[src/rtl/load_store_unit.sv]
// Data-memory stage: runs one or two word-wide bus beats per load/store and returns
// lane-aligned, extended load data. Misaligned accesses are split or rejected per MISALIGN_SPLIT.
module load_store_unit #(
  parameter int unsigned MISALIGN_SPLIT = 1
) (
  input  logic        clk,
  input  logic        rst,
  input  logic        Start,
  input  logic [3:0]  CtrlLSU,
  input  logic [31:0] Address,
  input  logic [31:0] StoreData,
  output logic        Busy,
  output logic        Done,
  output logic [31:0] LoadData,
  output logic        Misaligned,
  output logic        MemReq,
  output logic        MemWe,
  output logic [31:0] MemAddr,
  output logic [3:0]  MemBE,
  output logic [31:0] MemWData,
  input  logic        MemAck,
  input  logic [31:0] MemRData
);

  typedef enum logic [1:0] {StIdle, StBeat0, StBeat1} state_e;

  state_e      state_q, state_d;
  logic [3:0]  ctrl_q;
  logic [29:0] word_q;
  logic [1:0]  off_q;
  logic [31:0] sdata_q, rdata0_q, load_q;
  logic        split_q, done_q, misal_q;

  function automatic logic [2:0] size_of(input logic [1:0] w);
    unique case (w)
      2'b01:   return 3'd4;
      2'b10:   return 3'd2;
      2'b11:   return 3'd1;
      default: return 3'd0;
    endcase
  endfunction

  logic [2:0]  start_size;
  logic        start_split, accept, reject, complete;
  logic [3:0]  size_mask;
  logic [7:0]  lane_mask;
  logic [63:0] wdata64, raw64;
  logic [31:0] rdata_hi, rdata_lo, raw, ext;
  logic        sext;

  assign start_size  = size_of(CtrlLSU[1:0]);
  assign start_split = ({2'b00, Address[1:0]} + {1'b0, start_size}) > 4'd4;
  assign accept      = Start && (state_q == StIdle) && (CtrlLSU[1:0] != 2'b00);
  assign reject      = accept && start_split && (MISALIGN_SPLIT == 0);

  // Lanes and data are computed across an 8-byte window; upper half belongs to beat 1.
  always_comb begin
    unique case (ctrl_q[1:0])
      2'b10:   size_mask = 4'b0011;
      2'b11:   size_mask = 4'b0001;
      default: size_mask = 4'b1111;
    endcase
  end
  assign lane_mask = {4'b0000, size_mask} << off_q;
  assign wdata64   = {32'h0, sdata_q} << {off_q, 3'b000};

  assign rdata_hi = (state_q == StBeat1) ? MemRData : 32'h0;
  assign rdata_lo = (state_q == StBeat1) ? rdata0_q : MemRData;
  assign raw64    = {rdata_hi, rdata_lo} >> {off_q, 3'b000};
  assign raw      = raw64[31:0];
  assign sext     = !ctrl_q[3];

  always_comb begin
    unique case (ctrl_q[1:0])
      2'b10:   ext = {{16{sext & raw[15]}}, raw[15:0]};
      2'b11:   ext = {{24{sext & raw[7]}}, raw[7:0]};
      default: ext = raw;
    endcase
  end

  always_comb begin
    state_d  = state_q;
    complete = 1'b0;
    unique case (state_q)
      StIdle:  if (accept && !reject) state_d = StBeat0;
      StBeat0: if (MemAck) begin
        state_d  = split_q ? StBeat1 : StIdle;
        complete = !split_q;
      end
      StBeat1: if (MemAck) begin
        state_d  = StIdle;
        complete = 1'b1;
      end
      default: state_d = StIdle;
    endcase
  end

  always_comb begin
    MemReq   = 1'b0;
    MemWe    = 1'b0;
    MemAddr  = 32'h0;
    MemBE    = 4'h0;
    MemWData = 32'h0;
    unique case (state_q)
      StBeat0: begin
        MemReq   = 1'b1;
        MemWe    = ctrl_q[2];
        MemAddr  = {word_q, 2'b00};
        MemBE    = lane_mask[3:0];
        MemWData = wdata64[31:0];
      end
      StBeat1: begin
        MemReq   = 1'b1;
        MemWe    = ctrl_q[2];
        MemAddr  = {word_q + 30'd1, 2'b00};
        MemBE    = lane_mask[7:4];
        MemWData = wdata64[63:32];
      end
      default: ;
    endcase
  end

  always_ff @(posedge clk) begin
    if (rst) begin
      state_q  <= StIdle;
      ctrl_q   <= 4'h0;
      word_q   <= 30'h0;
      off_q    <= 2'b00;
      sdata_q  <= 32'h0;
      rdata0_q <= 32'h0;
      split_q  <= 1'b0;
      done_q   <= 1'b0;
      misal_q  <= 1'b0;
      load_q   <= 32'h0;
    end else begin
      state_q <= state_d;
      done_q  <= complete || reject;
      misal_q <= reject;
      if (accept) begin
        ctrl_q  <= CtrlLSU;
        word_q  <= Address[31:2];
        off_q   <= Address[1:0];
        sdata_q <= StoreData;
        split_q <= start_split;
      end
      if (state_q == StBeat0 && MemAck) rdata0_q <= MemRData;
      if (complete && !ctrl_q[2]) load_q <= ext;
    end
  end

  assign Busy       = (state_q != StIdle);
  assign Done       = done_q;
  assign Misaligned = misal_q;
  assign LoadData   = load_q;

endmodule

[config.mk]
export PLATFORM = sky130hd
export DESIGN_NAME = load_store_unit
export DESIGN_NICKNAME = d
export VERILOG_FILES = /design/src/rtl/load_store_unit.sv
export SDC_FILE = /design/constraint.sdc
export NUM_CORES = 1
export LEC_CHECK = 0
export CAP_MARGIN = 20
export CORE_ASPECT_RATIO = 1.2
export CORE_MARGIN = 3
export CORE_UTILIZATION = 43
export DETAILED_ROUTE_END_ITERATION = 10
export HOLD_SLACK_MARGIN = 0.05
export PLACE_DENSITY = 0.72
export SLEW_MARGIN = 25
export SYNTH_ARGS = -nofsm -noshare
export SYNTH_HDL_FRONTEND = slang
export SYNTH_SLANG_ARGS = --single-unit
[constraint.sdc]
create_clock -name clk -period 3 [get_ports clk]
set_input_delay 0.3 -clock clk [delete_from_list [all_inputs] [get_ports clk]]
set_output_delay 0.3 -clock clk [all_outputs]
set_load 0.01 [all_outputs]
==> results.yml, run 1 <==
synth:
  async_flop_share_pct: 0
  synthFlopType: "dfxtp_1"
  synth_edf_count: 0
  syn_inst: 1110
  ys_seq_area_share_pct: 33.4
  synth-seq-cells: 136
  yosys_warnings: 0
  synth_area_sq_um: 8140
  synth_cell_types: 50
  synth_area_per_cell_sq_um: 7.33
cells_and_area:
  fill_cells: 1724
  multi_input_area_sq_um: 5090
  antenna_cells: 0
  area_growth_pct: 39.1
  ff_latch_area_sq_um: 2740
  utilization_pct: 61.6
  nNetsFinal: 1396
  drive_gt1_share_pct: 11.5
timing:
  tightest_slew_ps: 706
  max_freq_mhz: 342
  max_slew_margin_pct: 52.9
  period_share_pct: 97.4
  fin_skew_ps: 9.65
  hold_viol_final: 0
  finalCriticalPeriod_ps: 2920
  setup_viol: 0
  layout_setup_ws_ps: 78.6
  slew_violations: 0
clock_tree:
  cts_buffer_depth: 2
  clockRootBuffer: "clkbuf_16"
  clkSinkCount: 136
  clkTransAtPathRegs_ps: 60
  cts_tree: "yes"
  insertion_delay_ps: 420
  tritoncts.num_buffers: 17
  h-tree-depth: 4
status:
  outcome: "completed"
critical_path:
  cp_cell_sequence: "ha_2 > nand4_1 > nor4_2 > buf_4 > nand4_1 > o21ai_0 > clkdlybuf4s50_1"
  critPathMostFrequentCell: "nand4_1"
  crit_type: "reg -> out"
  path_max_fanout: 6
  cpPeakStageDelay_ps: 600
  cp-end-kind: "output pin"
  start_kind: "register"
  cp_slowest_cell: "clkdlybuf4s50_1"
  cp.arrival_ps: 2620
  worstPathRequired_ps: 2700
detailed_routing:
  firstDrtPassIters: 7
  totalWireLength_mm: 26.6
  dr_total_vias: 8585
  first_iter_violations: 767
  via_per_inst: 5.55
  wl_per_cell_microns: 17.2
  drc_errors: 0
  ant_nets: 0
place:
  pre_cts_ws_ps: 335
  hpwl_mm: 18.4
  portBuffers: 205
  gp_congestion: 0.881
run:
  cap_violations: 0
grt:
  grt_max_degree: 67
  antenna_found_initial: 1
  grt_usage_pct: 24.9
  grt_pass1_vias: 8114
  grt_pass1_wl_mm: 41.6
  gr-total-overflow: 0
pwr:
  cellPowerDensity_nw_per_um2: 559
  vdd_drop_max_mv: 0.412
  finalPower_mw: 6.33
  leakage_nw: 4.09
floorplan:
  fp-row-count: 54
  fp.dieH_microns: 157
  die_area_sq_um: 20600
  initial_core_util_pct: 44.3
  ios: 209
  core_sq_um: 18400
  die_w_microns: 132
hold_path:
  hp-class: "in -> reg"
[layout by cell type, fill, tap and decap left out, drive strengths merged, types with 9 or more instances in the layout]
cell type      instances
a211oi                31
a21oi                119
a31oi                 11
and2                  15
and3                  19
buf                   44
clkbuf                20
clkdlybuf4s50        194
dfxtp                136
dlymetal6s2s          10
mux2                  12
mux2i                 57
mux4                   9
nand2                280
nand3                 21
nand4                 10
nor2                  78
nor2b                 16
nor3                  37
o21a                  14
o21ai                 59
o22ai                 23
[registers in the layout, summed over array words and instances, names as in the netlist]
register	cells
Done	1
off_q	2
split_q	1
sdata_q	32
LoadData	32
state_q	2
word_q	30
rdata0_q	32
ctrl_q	4
[per-stage QoR]
step | hold slack [ps] | area [sq um] | TNS (ps) | instances
finish | 385 | 11300 | 0 | 1547
global route | 392 | 11300 | -31.4 | 1547
CTS | 377 | 11100 | -22.8 | 1538
detailed placement | 445 | 10400 | 0 | 1507
global placement | 439 | 10400 | 0 | 1507
floorplan | 433 | 8150 | 0 | 1112
[cells in the mapped netlist, drive strengths merged, types with 6 or more instances]
cell / number / share of area, %
a211oi: 31 / 2.9
a21boi: 8 / 0.74
a21oi: 119 / 7.3
a31oi: 11 / 0.85
and2: 15 / 1.2
and3: 19 / 1.5
buf: 26 / 1.7
clkbuf: 70 / 3.2
dfxtp: 136 / 33
ha: 8 / 1.2
inv: 8 / 0.37
mux2: 12 / 1.7
mux2i: 57 / 7.0
mux4: 9 / 2.5
nand2: 280 / 13
nand3: 21 / 1.3
nand4: 10 / 0.77
nor2: 78 / 3.6
nor2b: 16 / 1.2
nor3: 37 / 3.6
o21a: 14 / 1.3
o21ai: 59 / 3.6
o22ai: 23 / 1.8
o31ai: 6 / 0.55
[per-layer routing]
metal	vias to the layer above	global-route usage [%]	wire, microns
li1	4189	-	-
met5	-	0	13
met1	3989	30.0	10800
met2	343	42.4	12900
met3	62	6.27	1850
met4	2	10.7	955
[worst paths after layout]
path                        to  slack, ps  cells past startpoint         from
hold / removal      sdata_q[5]        390                      2          rst
hold reg to reg    rdata0_q[6]        450                      2  rdata0_q[6]
setup / recovery   MemAddr[28]         80                      7    word_q[1]
setup reg to reg  LoadData[31]        680                      6     off_q[0]
[layout make-up]
type	count	share of cell area, %
multi-input combinational	871	45.0
timing repair buffer	248	21.7
tap	252	2.78
inverter	9	0.298
sequential	136	24.2
clock buffer	20	4.13
clock inverter	11	1.92
[logic make-up after synthesis]
kind of cell	share of synthesized area, %
adder cells (fa/ha/maj)	1.48
multiplexers	11.2
AO/OA/AOI/OAI	20.6
AND/OR/NAND/NOR	27.1
other	0.0461
buffers and inverters	5.38
XOR/XNOR	0.753
flip-flops	33.4
[power breakdown]
part | switching (mW) | leakage (nW) | total (mW) | internal [mW]
clock | 0.823 | 0.327 | 2.45 | 1.63
sequential | 0.179 | 1.11 | 2.17 | 1.99
combinational | 0.941 | 2.65 | 1.70 | 0.763
[worst max-delay path, delay by kind of cell (launching register included)]
kind	cells	cell delay [ps]
AO/OA/AOI/OAI	1	260
flip-flops	1	390
adder cells (fa/ha/maj)	1	250
AND/OR/NAND/NOR	3	490
buffers and inverters	2	800
[what timing repair did]
item | 4_1_cts | 5_1_grt
resized for setup | 7 | 36
setup buffers | 0 | 8
gates cloned | 0 | 1
setup endpoints to repair | 33 | 38
hold buffers | 0 | 0
pin swaps | 0 | 3
Note: power is estimated with default switching activity, not from simulation.
==> run 2, diff against run 1 <==
- CORE_MARGIN: 3 -> default
==> results.yml, run 2 (synthesis gave the netlist of run 1 again) <==
cells_and_area:
  mostFrequentLayoutCell: "nand2_1"
  fin_area_sq_um: 11200
  area_growth_pct: 38.2
  antenna_cells: 0
  utilization_pct: 61.2
  drive_gt1_share_pct: 11.1
  mostFrequentLayoutCells: "nand2_1 (279), clkdlybuf4s50_1 (194), dfxtp_1 (125), a21oi_1 (119), nor2_1 (75)"
  nNetsFinal: 1392
clock_tree:
  clkSinkCount: 136
  clkTransAtPathRegs_ps: 60
  clockRootBuffer: "clkbuf_16"
  cts_buffer_depth: 2
  insertion_delay_ps: 430
  tritoncts.num_buffers: 17
  h-tree-depth: 4
  cts_tree: "yes"
  cts_hold_buffers: 0
timing:
  setup_viol: 0
  max_slew_margin_pct: 52.8
  slew_violations: 0
  layout_setup_ws_ps: 98.6
  tightest_slew_ps: 708
  hold_viol_final: 0
  max_freq_mhz: 345
  rsz0062_at_grt: "yes"
  fin_skew_ps: 5.34
  fin_setup_tns_ps: 0
  period_share_pct: 96.7
  finalCriticalPeriod_ps: 2900
floorplan:
  die_area_sq_um: 19500
  die_w_microns: 128
  initial_core_util_pct: 44.3
  fp-row-count: 54
  fp.dieH_microns: 153
  ios: 209
  core_sq_um: 18400
detailed_routing:
  drc_errors: 0
  dr_total_vias: 8647
  wl_per_cell_microns: 17.1
  firstDrtPassIters: 5
  first_iter_violations: 882
  via_per_inst: 5.60
  totalWireLength_mm: 26.3
  ant_nets: 0
place:
  hpwl_mm: 17.8
  pre_cts_ws_ps: 375
  portBuffers: 205
  gp_congestion: 0.894
  dpl_cell_area_sq_um: 10400
run:
  cap_violations: 0
grt:
  antenna_found_initial: 0
  grt_max_degree: 78
  grt_pass1_vias: 8115
  gr-total-overflow: 0
  grt_usage_pct: 26.9
  grt_pass1_wl_mm: 41.3
critical_path:
  path_max_fanout: 24
  cp-end-kind: "output pin"
  start_kind: "register"
  reg2regPathDepth: 8
  crit_type: "reg -> out"
  cp.arrival_ps: 2600
  worstPathRequired_ps: 2700
pwr:
  cellPowerDensity_nw_per_um2: 546
  vdd_drop_max_mv: 0.425
  finalPower_mw: 6.14
  leakage_nw: 4.04
status:
  outcome: "completed"
hold_path:
  hp-class: "in -> reg"
  min_path_cells: 2
run 2: changes by cell type in the layout (fill, tap and decap cells not counted), moves of 2 or more:
cell,previous run,this run
inv_6,0,5
nor2_2,3,1
buf_4,36,33
clkinv_4,2,4
bufinv_16,6,4
clkinvlp_4,2,0
nor3_2,20,22
run 2: stage by stage:
| stage | hold WS [ps] | std cells |
|---|---|---|
| finish | 391 | 1544 |
| global route | 405 | 1544 |
| CTS | 402 | 1540 |
| detailed placement | 447 | 1506 |
| global placement | 440 | 1506 |
| floorplan | 433 | 1112 |
run 2: final timing paths:
path,from,end,slack (ps)
hold reg to reg,rdata0_q[25],rdata0_q[25],450
hold / removal,rst,sdata_q[9],390
setup / recovery,state_q[0],MemWData[2],100
setup reg to reg,state_q[0],LoadData[31],470
run 2: what timing repair did:
action	4_1_cts	5_1_grt
buffers inserted	2	4
endpoints found under the setup margin	24	47
pin swaps	1	1
gates resized for setup	9	32
run 2: routing by layer:
metal	GRT usage (%)	vias to the layer above	share of wire (%)
met5	0	-	0
met4	12.7	0	3.5
met3	6.60	59	7.1
met2	44.5	325	49
met1	32.6	4066	40
li1	-	4197	-
run 2: worst max-delay path, cell delays in order, from the launching register on:
cell             delay [ps]
dfxtp_1                 330
inv_2                   140
ha_2                    400
buf_6                   310
o21ai_0                 140
a21boi_0                260
clkdlybuf4s50_1         590
run 2: area by class of cell:
class / instances / area, sq um
repair buffers: 244 / 2440
flip-flops and latches: 136 / 2740
well taps: 252 / 315
clock inverters: 15 / 215
fillers: 1709 / 7130
inverters: 9 / 33.8
multi-input cells: 871 / 5080
clock buffers: 17 / 425
run 2: report_power, final:
group          switching (mW)  total (mW)  internal (mW)
registers               0.181        2.17           1.99
logic                   0.938        1.67          0.732
clock network           0.881        2.29           1.41
total                    2.00        6.14           4.14
